--- config.mk ---
export PLATFORM = sky130hd
export DESIGN_NAME = ula_serial_32_flat
export DESIGN_NICKNAME = d
export VERILOG_FILES = /design/src/rtl/ula_pkg.sv /design/src/rtl/ula_serial_32_if.sv /design/src/rtl/ULA_1bit.sv /design/src/rtl/ula_serial_32.sv /design/src/flat_wrapper.sv
export SDC_FILE = /design/constraint.sdc
export NUM_CORES = 1
export LEC_CHECK = 0
export BUFFER_PORTS_ARGS = -buffer_cell sky130_fd_sc_hd__buf_2
export CORE_MARGIN = 2
export CORE_UTILIZATION = 58
export CTS_BUF_LIST = sky130_fd_sc_hd__clkbuf_2 sky130_fd_sc_hd__clkbuf_4 sky130_fd_sc_hd__clkbuf_8
export CTS_CLUSTER_SIZE = 40
export DETAILED_ROUTE_END_ITERATION = 8
export PLACE_DENSITY = 0.89
export SETUP_SLACK_MARGIN = 0.02
export SYNTH_ARGS = -nofsm -noshare
export SYNTH_HDL_FRONTEND = slang
export SYNTH_HIERARCHICAL = 1
export SYNTH_SLANG_ARGS = --single-unit
export TNS_END_PERCENT = 50
--- constraint.sdc ---
create_clock -name clk -period 3.5 [get_ports clk]
set_input_delay 0.35 -clock clk [delete_from_list [all_inputs] [get_ports clk]]
set_output_delay 0.35 -clock clk [all_outputs]
set_load 0.02 [all_outputs]
--- src/rtl/ula_pkg.sv ---
// ----------------------------------------------------------------------------
// ula_pkg
// Shared definitions for the bit-serial ALU:
//   - DEFAULT_WIDTH : default operand/result width
//   - alu_op_t      : 3-bit op codes (AND, OR, ADD, NOR, XOR, NAND, SUB, SLT)
//   - state_t       : control FSM states (IDLE, RUN, DONE)
//   - is_sub_op     : op needs inverted B and carry-in of 1 (SUB, SLT)
//   - is_arith_op   : op produces a meaningful carry-out (ADD, SUB, SLT)
// ----------------------------------------------------------------------------
package ula_pkg;

    localparam int DEFAULT_WIDTH = 32;

    typedef enum logic [2:0] {
        ALU_AND  = 3'b000,
        ALU_OR   = 3'b001,
        ALU_ADD  = 3'b010,
        ALU_NOR  = 3'b011,
        ALU_XOR  = 3'b100,
        ALU_NAND = 3'b101,
        ALU_SUB  = 3'b110,
        ALU_SLT  = 3'b111
    } alu_op_t;

    typedef enum logic [1:0] {
        ST_IDLE = 2'd0,
        ST_RUN  = 2'd1,
        ST_DONE = 2'd2
    } state_t;

    function automatic logic is_sub_op(input logic [2:0] op);
        return (op == 3'(ALU_SUB)) || (op == 3'(ALU_SLT));
    endfunction

    function automatic logic is_arith_op(input logic [2:0] op);
        return (op == 3'(ALU_ADD)) || (op == 3'(ALU_SUB)) || (op == 3'(ALU_SLT));
    endfunction

endpackage

--- src/rtl/ula_serial_32_if.sv ---
// ----------------------------------------------------------------------------
// ula_serial_32_if
// Request/response bundle for the bit-serial ALU.
//   master (requester): drives start, alu_control, a, b
//                       reads busy, done, result, zero, carry_out, dbg_state
//   slave  (ALU)      : the reverse
//
// Handshake: a request is accepted on a rising clk edge where start=1 and the
// ALU is not busy (IDLE or DONE); a, b and alu_control are captured on that
// edge. start while busy=1 is dropped, not queued. done is a one-cycle pulse
// marking result/zero/carry_out valid; they then hold until the next
// accepted request completes. dbg_state mirrors the FSM state.
// ----------------------------------------------------------------------------
interface ula_serial_32_if
    import ula_pkg::*;
#(
    parameter int WIDTH = DEFAULT_WIDTH
);
    logic             start;
    logic [2:0]       alu_control;
    logic [WIDTH-1:0] a;
    logic [WIDTH-1:0] b;
    logic             busy;
    logic             done;
    logic [WIDTH-1:0] result;
    logic             zero;
    logic             carry_out;
    state_t           dbg_state;

    modport master (
        output start, alu_control, a, b,
        input  busy, done, result, zero, carry_out, dbg_state
    );

    modport slave (
        input  start, alu_control, a, b,
        output busy, done, result, zero, carry_out, dbg_state
    );
endinterface

--- src/rtl/ULA_1bit.sv ---
// ----------------------------------------------------------------------------
// ULA_1bit
// One-bit ALU slice.
//   i_a, i_b        : operand bits
//   i_cin           : carry in
//   i_add_sub       : 1 inverts B for subtraction / compare
//   i_less          : value returned for SLT
//   i_alu_control   : op code (alu_op_t encoding)
//   o_result        : slice result bit
//   o_cout          : carry out of the adder
//   o_set           : raw adder sum, used as the sign bit for SLT on the MSB
// ----------------------------------------------------------------------------
module ULA_1bit
    import ula_pkg::*;
(
    input  logic       i_a,
    input  logic       i_b,
    input  logic       i_cin,
    input  logic       i_add_sub,
    input  logic       i_less,
    input  logic [2:0] i_alu_control,
    output logic       o_result,
    output logic       o_cout,
    output logic       o_set
);
    logic w_b_eff;
    logic w_sum;

    assign w_b_eff = i_b ^ i_add_sub;
    assign w_sum   = i_a ^ w_b_eff ^ i_cin;
    assign o_cout  = (i_a & w_b_eff) | (i_cin & (i_a ^ w_b_eff));
    assign o_set   = w_sum;

    always_comb begin
        o_result = 1'b0;
        case (i_alu_control)
            3'(ALU_AND):  o_result = i_a & i_b;
            3'(ALU_OR):   o_result = i_a | i_b;
            3'(ALU_ADD):  o_result = w_sum;
            3'(ALU_NOR):  o_result = ~(i_a | i_b);
            3'(ALU_XOR):  o_result = i_a ^ i_b;
            3'(ALU_NAND): o_result = ~(i_a & i_b);
            3'(ALU_SUB):  o_result = w_sum;
            3'(ALU_SLT):  o_result = i_less;
            default:      o_result = 1'b0;
        endcase
    end
endmodule

--- src/rtl/ula_serial_32.sv ---
// ----------------------------------------------------------------------------
// ula_serial_32
// Bit-serial ALU: one ULA_1bit slice processes one operand bit per clock,
// LSB first, so an operation takes WIDTH cycles in RUN.
//   clk, rst_n : clock, asynchronous active-low reset
//   bus        : ula_serial_32_if slave (start, alu_control, a, b in;
//                busy, done, result, zero, carry_out, dbg_state out)
// Timing: start accepted at edge k -> done high in the cycle after edge
// k+WIDTH, with result/zero/carry_out valid and held afterwards.
// ----------------------------------------------------------------------------
module ula_serial_32
    import ula_pkg::*;
#(
    parameter int WIDTH = DEFAULT_WIDTH
)(
    input logic            clk,
    input logic            rst_n,
    ula_serial_32_if.slave bus
);
    localparam int            CW   = (WIDTH > 1) ? $clog2(WIDTH) : 1;
    localparam logic [CW-1:0] LAST = CW'(WIDTH - 1);

    state_t r_state;
    state_t w_next;

    logic [WIDTH-1:0] r_a;
    logic [WIDTH-1:0] r_b;
    logic [2:0]       r_op;
    logic [CW-1:0]    r_cnt;
    logic             r_carry;
    // Holds the WIDTH-1 bits already produced; the current slice bit is
    // appended combinationally so the finished word is available on the
    // last RUN cycle without an extra shift.
    logic [WIDTH-2:0] r_shift;
    logic [WIDTH-1:0] r_result;
    logic             r_zero;
    logic             r_carry_out;

    logic             w_accept;
    logic             w_last;
    logic             w_bit;
    logic             w_cout;
    logic             w_set;
    logic [WIDTH-1:0] w_shift_next;
    logic [WIDTH-1:0] w_final;

    assign w_accept = bus.start && (r_state != ST_RUN);
    assign w_last   = (r_state == ST_RUN) && (r_cnt == LAST);

    ULA_1bit u_slice (
        .i_a           (r_a[r_cnt]),
        .i_b           (r_b[r_cnt]),
        .i_cin         (r_carry),
        .i_add_sub     (is_sub_op(r_op)),
        .i_less        (1'b0),
        .i_alu_control (r_op),
        .o_result      (w_bit),
        .o_cout        (w_cout),
        .o_set         (w_set)
    );

    assign w_shift_next = {w_bit, r_shift};
    // SLT reports only the sign of a-b taken from the MSB slice.
    assign w_final = (r_op == 3'(ALU_SLT)) ? {{(WIDTH-1){1'b0}}, w_set} : w_shift_next;

    // FSM state register
    always_ff @(posedge clk or negedge rst_n) begin
        if (!rst_n) begin
            r_state <= ST_IDLE;
        end else begin
            r_state <= w_next;
        end
    end

    // FSM next state
    always_comb begin
        w_next = r_state;
        case (r_state)
            ST_IDLE: if (bus.start) w_next = ST_RUN;
            ST_RUN:  if (w_last)    w_next = ST_DONE;
            ST_DONE: w_next = bus.start ? ST_RUN : ST_IDLE;
            default: w_next = ST_IDLE;
        endcase
    end

    // Operand capture, bit counter, carry chain, shift and result registers
    always_ff @(posedge clk or negedge rst_n) begin
        if (!rst_n) begin
            r_a         <= '0;
            r_b         <= '0;
            r_op        <= '0;
            r_cnt       <= '0;
            r_carry     <= 1'b0;
            r_shift     <= '0;
            r_result    <= '0;
            r_zero      <= 1'b0;
            r_carry_out <= 1'b0;
        end else if (w_accept) begin
            r_a     <= bus.a;
            r_b     <= bus.b;
            r_op    <= bus.alu_control;
            r_cnt   <= '0;
            r_carry <= is_sub_op(bus.alu_control);
        end else if (r_state == ST_RUN) begin
            r_shift <= w_shift_next[WIDTH-1:1];
            r_carry <= w_cout;
            if (w_last) begin
                r_result    <= w_final;
                r_zero      <= (w_final == '0);
                r_carry_out <= is_arith_op(r_op) ? w_cout : 1'b0;
            end else begin
                r_cnt <= r_cnt + 1'b1;
            end
        end
    end

    assign bus.busy      = (r_state == ST_RUN);
    assign bus.done      = (r_state == ST_DONE);
    assign bus.result    = r_result;
    assign bus.zero      = r_zero;
    assign bus.carry_out = r_carry_out;
    assign bus.dbg_state = r_state;
endmodule

--- src/flat_wrapper.sv ---
// flat-port wrapper written by rule: the top's interface ports become plain ports
module ula_serial_32_flat import ula_pkg::*;
#(
    parameter int WIDTH = DEFAULT_WIDTH
)
  (clk, rst_n, bus_start, bus_alu_control, bus_a, bus_b, bus_busy, bus_done, bus_result, bus_zero, bus_carry_out, bus_dbg_state);
  ula_serial_32_if #(.WIDTH(WIDTH)) bus_i ();
  input logic clk;
  input logic rst_n;
  input wire logic [$bits(bus_i.start)-1:0] bus_start;
  input wire logic [$bits(bus_i.alu_control)-1:0] bus_alu_control;
  input wire logic [$bits(bus_i.a)-1:0] bus_a;
  input wire logic [$bits(bus_i.b)-1:0] bus_b;
  output wire logic [$bits(bus_i.busy)-1:0] bus_busy;
  output wire logic [$bits(bus_i.done)-1:0] bus_done;
  output wire logic [$bits(bus_i.result)-1:0] bus_result;
  output wire logic [$bits(bus_i.zero)-1:0] bus_zero;
  output wire logic [$bits(bus_i.carry_out)-1:0] bus_carry_out;
  output wire logic [$bits(bus_i.dbg_state)-1:0] bus_dbg_state;
  assign bus_i.start = bus_start;
  assign bus_i.alu_control = bus_alu_control;
  assign bus_i.a = bus_a;
  assign bus_i.b = bus_b;
  assign bus_busy = bus_i.busy;
  assign bus_done = bus_i.done;
  assign bus_result = bus_i.result;
  assign bus_zero = bus_i.zero;
  assign bus_carry_out = bus_i.carry_out;
  assign bus_dbg_state = bus_i.dbg_state;
  ula_serial_32 #(.WIDTH(WIDTH)) u_core (.clk(clk), .rst_n(rst_n), .bus(bus_i));
endmodule
* After elaboration in Yosys (flattened, before gate mapping)
Cells that the tools add are included.
** Word-level totals
- Register bits after elaboration :: 140
- Bits of input ports :: 70
- Output and inout bits :: 38
** Operators by class
- Add/sub/neg operators :: 1
- Order comparisons :: 1
- Equality and inequality tests :: 16
- Mux-type cells :: 16
- Bitwise logic cells :: 12
- Reduce and logical (&&, ||, !) cells :: 15
** Operators by type and width (number)
- $logic_not 32->1 :: 1
- $mux 32 :: 1
- $eq 3x3->1 const B :: 6
- $mux 5 :: 3
- $bmux 1 s5 :: 2
- $pmux 1 s7 :: 1
- $eq 3x2->1 const B :: 2
- $lt 5x6->1 const B :: 1
- $mux 1 :: 6
- $ne 2x1->1 const B :: 3
- $pmux 2 s3 :: 1
- $reduce_and 2->1 :: 3
- $add 5x1->5 const B :: 1
- $eq 5x5->1 const B :: 1
- $logic_or 1x1->1 :: 4
- $mux 2 :: 2
- $xor 1x1->1 :: 4
- $and 1x1->1 :: 3
- $eq 3x1->1 const B :: 1
- $logic_not 3->1 :: 1
- $not 1->1 :: 3
- $reduce_and 3->1 :: 1
- $eq 2x1->1 const B :: 1
- $eq 2x2->1 const B :: 1
- other kinds (6) :: 8

* Longest topological paths before layout
Gate-level depths: netlist (run 1).
- Depth in word-level cells :: 8
- Gate-level depth with buffers :: 16
- Depth with buffers taken out :: 13

* Hierarchy
The synthesis (run 1) kept the hierarchy.
** Modules (own cells, without submodules)
- ula_serial_32 :: times used 1, cells each 461, area an instance 5910.7 um2, seq. area each 3503.4 um2
- ULA_1bit :: times used 1, cells each 15, area an instance 130.1 um2, seq. area each 0.0 um2

* Least setup slack after synthesis (run 1)
No wires, ideal clock.
- Path kind :: register to register
- From :: reg u_core.r_cnt[0]
- To :: reg u_core.r_zero, in the netlist u_core/bus.zero
- Setup time :: 64 ps
- Data arrival time :: 3141 ps
- Required time :: 3436 ps
- Setup slack :: 295 ps
- Stages on the path, launching flop included :: 17
- Clock period less this slack :: 3205 ps
- Cells stage by stage :: dfrtp_1 > buf_6 > buf_12 > buf_12 > mux2i_1 > a221oi_2 > o21ai_0 > a22oi_1 > xor2_1 > fa_1 > o21ai_0 > a21o_1 > o311ai_2 > nor4_1 > nand4_1 > o21ai_0 > a31o_2
** On the way
- Longest elaborated chain between the ends :: 8
** Ends and longest elaborated chain
- start, declared :: line ula_serial_32.sv:29 : logic [CW-1:0] r_cnt;
- start signal, assigned :: line ula_serial_32.sv:112 : r_cnt <= r_cnt + 1'b1;
- $bmux 1 s5 :: line ula_serial_32.sv:52 : .i_b (r_b[r_cnt]),
- $mux 1 (not written as such) :: line ula_serial_32.sv:52
- $xor 1x1->1 :: line ULA_1bit.sv:29 : assign w_b_eff = i_b ^ i_add_sub;
- $xor 1x1->1 * (2 in series) :: line ULA_1bit.sv:30 : assign w_sum = i_a ^ w_b_eff ^ i_cin;
- via u_core.w_set :: line ula_serial_32.sv:43 : logic w_set;
- $pmux 1 s7 * :: line ULA_1bit.sv:36 : case (i_alu_control)
- via u_core.w_bit :: line ula_serial_32.sv:41 : logic w_bit;
- $mux 32 * :: line ula_serial_32.sv:64 : assign w_final = (r_op == 3'(ALU_SLT)) ? {{(WIDTH-1){1'b0}}, w_set} : w_shift_next;
- $logic_not 32->1 * :: line ula_serial_32.sv:109 : r_zero <= (w_final == '0);
- end signal, assigned :: line ula_serial_32.sv:109
- end, declared :: line ula_serial_32.sv:36 : logic r_zero;
The timed path passes the listed nets; every way through them passes the cells marked *. The select of a mux whose other input is x is not followed.
A chain may end at the register's enable or synchronous reset.

* Final worst setup path (run 1)
- From :: reg u_core.r_cnt[1]
- To :: reg u_core.r_zero, in the netlist u_core/bus.zero
Same word-level chain as after synthesis.

==> results of run 1 <==
==> cells in the mapped netlist (2+ instances only) <==
library cell  count
dfrtp_1         140
nand2_1         103
mux2_2           68
a22o_1           33
mux2i_1          19
buf_2            15
inv_1            10
o21ai_0          10
mux4_1            8
nor4_1            7
a21oi_1           4
buf_4             4
ha_1              4
o22ai_1           4
a221oi_1          3
buf_1             3
clkbuf_1          3
nand4_1           3
nor2_1            3
a22oi_1           2
a311oi_1          2
a31oi_1           2
and3_1            2
buf_12            2
nor2b_1           2
o2111ai_1         2
o221ai_1          2
==> repair_timing <==
action / CTS / global route
resized for setup: 5 / 8
setup endpoints to repair: 1 / 1
endpoints found under the hold margin: 56 / 0
buffers inserted: 0 / 1
pin swaps: 0 / 4
hold buffers: 1 / 0
==> flip-flops by register name (all words and copies together) (netlist names) <==
signal	cells
u_core/bus.result	32
u_core/r_a	32
u_core/r_b	32
u_core/r_shift	31
u_core/r_cnt	5
u_core/r_op	3
u_core/bus.dbg_state	2
u_core/bus.carry_out	1
u_core/bus.zero	1
u_core/r_carry	1
==> how the worst max path moves through the flow <==
| stage | from | endpoint | slack (ns) | depth (start not counted) |
|---|---|---|---|---|
| floorplan | u_core/r_cnt[0]$_DFFE_PN0P_ | u_core/bus.zero$_DFFE_PN0P_ | 0.29 | 16 |
| global placement | u_core/r_cnt[0]$_DFFE_PN0P_ | u_core/bus.zero$_DFFE_PN0P_ | 0.22 | 13 |
| detailed placement | u_core/r_cnt[0]$_DFFE_PN0P_ | u_core/bus.zero$_DFFE_PN0P_ | 0.02 | 13 |
| CTS | u_core/r_cnt[1]$_DFFE_PN0P_ | u_core/bus.zero$_DFFE_PN0P_ | 0.05 | 14 |
| global route | u_core/r_cnt[1]$_DFFE_PN0P_ | u_core/bus.zero$_DFFE_PN0P_ | 0.0005 | 14 |
| finish | u_core/r_cnt[1]$_DFFE_PN0P_ | u_core/bus.zero$_DFFE_PN0P_ | 0.16 | 14 |
==> metrics by stage <==
stage          util [%]  total power, mW  cell area (µm²)
2_1_floorplan         -             4.18             6040
3_3_place_gp       65.5             4.60             6700
3_5_place_dp       65.5             4.78             6700
4_1_cts            69.5             6.09             7110
5_1_grt            69.8             6.54             7140
6_report           69.8             6.18             7140
==> routing by layer <==
layer | share of wire, % | GRT usage [%]
met5 | 0 | 0
met4 | 2.6 | 10.2
met3 | 5.5 | 5.76
met2 | 52 | 41.5
met1 | 40 | 31.2
==> worst reg2reg max path, stage by stage, from the launching register on <==
cell and delay (ns):
dfrtp_1 0.42, buf_4 0.17, nor2b_1 0.22, a221oi_2 0.35
o21ai_1 0.15, a22oi_2 0.23, xor2_1 0.20, fa_1 0.47
o21ai_0 0.17, a21o_1 0.12, o311ai_2 0.12, nor4_1 0.19
nand4_1 0.12, o21ai_1 0.18, a31o_2 0.17
==> power breakdown <==
group	switching (mW)	internal [mW]	total, mW
sequential	0.504	2.22	2.73
clock	0.684	0.537	1.22
combinational	1.10	1.13	2.24
==> cell families (layout without fill, tap and decap cells) <==
group / after synthesis / in the layout / synth area share (%)
XOR/XNOR: 1 / 1 / 0.145
AO/OA/AOI/OAI: 69 / 69 / 8.99
adder cells (fa/ha/maj): 5 / 5 / 1.16
AND/OR/NAND/NOR: 126 / 126 / 8.70
multiplexers: 95 / 95 / 19.3
flip-flops: 140 / 140 / 58.0
buffers and inverters: 39 / 165 / 3.65
other: 1 / 1 / 0.0621
==> layout make-up <==
class	count	area [µm²]	share of cell area, %
sequential	140	3500	49.1
multi-input combinational	297	2360	33.1
timing repair buffer	122	689	9.65
clock buffer	18	248	3.47
tap	136	170	2.38
clock inverter	14	125	1.75
inverter	11	41.3	0.578
==> reports/qor.txt, run 1 <==
Sequential area share after synthesis = 58.0%
# clock sinks = 140
Worst path bufs/invs = 1
Initial core utilization = 59.0%
Syn_area_per_cell = 12.7 µm²
Total global-route track usage = 24.7%
Fin cells = 738
Gpl congestion = 0.823
Fillers = 714
1st-iter DRT viols = 252
Avg WL per Cell = 18.1 µm
H-tree depth = 4
Initial antenna violation count = 0
Status = finished, final reports clean
Yosys Warn Count = 6
Slew Viols, Final = 0
Die Ht = 106 µm
Synth unique cells = 43
Total core area = 10200 µm²
Syn nets = 551
Final setup viols = 0
Critical path fanouts, max = 6
CTS tree = built
Post-synth EDFFs = 0
WHS Path Cells = 2
Final WL = 13300 µm
Final min period = 3.34 ns
Pin count of the biggest net entering global routing = 85
R2r setup slk = 0.16 ns
FFs w/ async S/R, synth = 100%
Max VDD drop = 0.520 mV
Max-Cap Viols = 0
Post-DR vias/cell = 5.80
Syn Inst Count = 476
Hold Path Origin = bus_b[9]
Worst Hold Path EP = u_core/r_b[9]$_DFFE_PN0P_
Worst-Skew Late Latency = 0.43 ns
Hold WS = 0.145 ns
Layout area overhead = 18.2%
Boundary Pins = 108
Max incr delay on CP = 0.47 ns
Worst EP required = 3.86 ns
Final worst slack = 0.157 ns
CP max stage cell = fa_1
Class of the worst hold path = input port to register
Most common cell after layout, fill and taps aside = dfrtp_1
Number of routed nets with antenna violations = 0
# nets final = 664
P_leak = 3.61 nW
Pwr/cell area = 865 nW/µm²
Antenna Cells = 0
Most frequent cells in the layout = dfrtp_1, buf_2, nand2_1, mux2_2, a22o_1
Clock Skew = 0.0133 ns
Final Hold Viols = 0
Root Buffer Master = clkbuf_8
Placed cells = 704
CP endpoint kind = register
Main flop type after synthesis = dfrtp_1
Synthesized flop and latch total = 140
DR DRC count = 0
Total vias in the final route = 4281
Dpl hpwl = 9090 µm
Final period utilization = 95.5%
Critical path, cell by cell = buf_4 > nor2b_1 > a221oi_2 > o21ai_1 > a22oi_2 > xor2_1 > fa_1 > o21ai_0 > a21o_1 > o311ai_2 > nor4_1 > nand4_1 > o21ai_1 > a31o_2
Mapped cell area = 6040 µm²
CP delay by family, top = compound AO/OA/AOI/OAI gates
RSZ-0062 raised after global routing = false
Clock transition at the registers of the reported paths = 0.09 ns
Synth area leader = dfrtp_1
Die ar. = 11200 µm²
Rel. slew slack = 48.6%
Reg2Reg Launch Point = u_core/r_cnt[1]$_DFFE_PN0P_
R2R cell count = 14
Max Clk Rate = 299 MHz
Overflow after GRT = 0
Post-synth top area share = 58.0%
Die Span X = 106 µm
# port buffers = 107
First-pass GRT wire length = 21600 µm
Worst setup SP type = register
Setup TNS = 0 ns
Num CTS Buffers = 17
CP arrival = 3.71 ns
Reg-to-Reg End = u_core/bus.zero$_DFFE_PN0P_
Worst slack, placed = 0.0244 ns
Share of layout cells above drive strength 1 = 39.2%
Top post-synthesis cells by area = dfrtp_1, mux2_2, nand2_1
Most used cell, CP = o21ai_1
CTS max path bufs = 2
Worst slew pin tran = 0.768 ns
Vias in the first global route = 4370
Critical path type = register to register
Rows = 37
Pre-Repair DR Iteration Count = 5
No activity file was read; power rests on OpenSTA's default activity.
==> run 2, diff against run 1 <==
- CORE_UTILIZATION: 58 -> 35
- PLACE_DENSITY: 0.89 -> 0.61
==> run 2 against run 1 <==
- wire length up 1.5%
- flip-flop and latch count unchanged
- setup slack better by 0.010 ns
- non-clock buffer count up 4
- hold slack worse by 0.012 ns
- utilization down 27 points
- critical path depth unchanged
- maximum frequency up 0.31%
- global-route usage down 9.3 points
- total power up 3.3%
- register-to-register slack about the same
- sequential power about the same
- critical path type unchanged
==> reports/qor.txt, run 2 (synthesis results as in run 1) <==
CP endpoint kind = register
Total vias in the final route = 4128 (-3.6%)
Final setup viols = 0 (unchanged)
Reg2Reg Launch Point = u_core/r_cnt[0]$_DFFE_PN0P_
Class of the worst hold path = input port to register
Avg WL per Cell = 16.3 µm (-9.9%)
Worst path bufs/invs = 1 (unchanged)
# port buffers = 107 (unchanged)
Max-Cap Viols = 0 (unchanged)
Design area = 7350 µm² (+2.9%)
Most frequent cells in the layout = dfrtp_1, buf_2, nand2_1, mux2_2, a22o_1
Vias in the first global route = 4252 (-2.7%)
Layout area overhead = 21.6%
Hold Path Origin = bus_a[6]
Share of layout cells above drive strength 1 = 40.3% (+1.1 points)
Most common cell after layout, fill and taps aside = dfrtp_1
R2r setup slk = 0.17 ns (about the same)
Total global-route track usage = 15.4% (-9.3 points)
P_leak = 3.66 nW (+1.4%)
Initial antenna violation count = 0 (unchanged)
Critical path type = register to register
Util after Layout = 43.1% (-27 points)
Num CTS Buffers = 17 (unchanged)
Die Ht = 135 µm (+28%)
DR DRC count = 0 (unchanged)
Status = finished, final reports clean
Hold WS = 0.133 ns (-0.0121 ns)
Dpl hpwl = 9640 µm (+6.1%)
CTS max path bufs = 2 (unchanged)
H-tree depth = 4 (unchanged)
Clock Skew = 0.00431 ns (-0.00897 ns)
Rel. slew slack = 56.3% (+7.6 points)
Root Buffer Master = clkbuf_8
Final WL = 13500 µm (+1.5%)
Max incr delay on CP = 0.47 ns (about the same)
CP max stage cell = fa_1
Worst setup SP type = register
Initial core utilization = 35.4% (-24 points)
Max VDD drop = 0.441 mV (-15%)
Final period utilization = 95.2% (-0.29 points)
Antenna Cells = 0 (unchanged)
Pin count of the biggest net entering global routing = 72 (-15%)
Gpl congestion = 0.826 (+0.32%)
Die Span X = 135 µm (+28%)
Boundary Pins = 108 (unchanged)
CP delay by family, top = compound AO/OA/AOI/OAI gates
Total core area = 17100 µm² (+67%)
Rows = 48 (+30%)
Dpl cell area = 6830 µm² (+2.0%)
# clock sinks = 140 (unchanged)
Slew Viols, Final = 0 (unchanged)
CP arrival = 3.72 ns (about the same)
Pre-Repair DR Iteration Count = 4 (-1)
Final Hold Viols = 0 (unchanged)
Clock transition at the registers of the reported paths = 0.08 ns (about the same)
1st-iter DRT viols = 237 (-6.0%)
First-pass GRT wire length = 21900 µm (+1.1%)
Final min period = 3.33 ns (-0.0102 ns)
Worst slew pin tran = 0.656 ns (-0.112 ns)
Critical path fanouts, max = 7 (+1)
Pwr/cell area = 869 nW/µm² (+0.41%)
# nets final = 668 (+0.60%)
Die ar. = 18300 µm² (+63%)
RSZ-0062 raised after global routing = true
Worst-Skew Late Latency = 0.44 ns (about the same)
Post-DR vias/cell = 4.97 (-14%)
Critical path, cell by cell = buf_4 > mux2i_1 > o22ai_1 > a311oi_2 > a22oi_2 > xor2_1 > fa_1 > o21ai_1 > a21o_1 > o311ai_4 > nor4_2 > nand4_1 > o21ai_1 > a31o_2
Most used cell, CP = o21ai_1
CTS tree = built
Max Clk Rate = 300 MHz (+0.31%)
Worst EP required = 3.89 ns (+0.03 ns)
Critical path startpoint = u_core/r_cnt[0]$_DFFE_PN0P_
Number of routed nets with antenna violations = 0 (unchanged)
Overflow after GRT = 0 (unchanged)
## run 2: final timing paths
| path | endpoint | cells after the start |
|---|---|---|
| min reg2reg | u_core/bus.result[22]$_DFFE_PN0P_ | 1 |
| min | u_core/r_a[6]$_DFFE_PN0P_ | 2 |
| max | u_core/bus.zero$_DFFE_PN0P_ | 14 |
| max in group asynchronous | u_core/r_cnt[1]$_DFFE_PN0P_ | 3 |
| max reg2reg | u_core/bus.zero$_DFFE_PN0P_ | 14 |
| min in group asynchronous | u_core/bus.result[12]$_DFFE_PN0P_ | 2 |
## run 2: report_power, final
part	internal, mW	total [mW]	switching, mW	leakage (nW)
Sequential	2.22	2.72	0.499	1.76
Clock	0.744	1.36	0.616	0.215
Combinational	1.24	2.30	1.07	1.68
## run 2: cell type report
type                            instances  area (µm²)
Clock buffer                           20         269
Sequential cell                       140        3510
Inverter                               11        41.3
Multi-Input combinational cell        297        2370
Tap cell                              225         282
Fill cell                            1595        9710
Timing Repair Buffer                  126         732
Clock inverter                         12         145
## run 2: metrics by stage
stage	std cells	worst slack (ns)	setup TNS [ns]	total power, mW
finish	831	0.167	0	6.39
global route	831	-0.139	-0.139	6.82
CTS	827	0.0627	0	6.21
detailed placement	794	-0.0754	-0.0754	4.82
global placement	794	0.154	0	4.72
floorplan	476	0.295	0	4.18
## run 2: what timing repair did
item,4_1_cts,5_1_grt
cloned,0,0
gates resized for setup,2,19
hold buffers,1,0
setup endpoints to repair,1,1
pin swaps,1,8
buffers inserted,0,4
hold endpoints to repair,70,0
## run 2: worst reg2reg max path, cell delays in order, from the launching register on
cell and delay (ns):
dfrtp_2 0.44, buf_4 0.21, mux2i_1 0.26, o22ai_1 0.13, a311oi_2 0.31, a22oi_2 0.14
xor2_1 0.23, fa_1 0.47, o21ai_1 0.15, a21o_1 0.15, o311ai_4 0.12, nor4_2 0.24
nand4_1 0.14, o21ai_1 0.15, a31o_2 0.16
## run 2: routing by layer
metal / vias to the layer above / part of all wire (%) / global-route usage, % / routed length, µm
met5: - / 0 / 0 / 0
met4: 0 / 1.3 / 5.21 / 178
met3: 13 / 5.5 / 4.53 / 743
met2: 110 / 48 / 25.2 / 6550
met1: 2069 / 45 / 19.7 / 6070
li1: 1936 / - / - / -
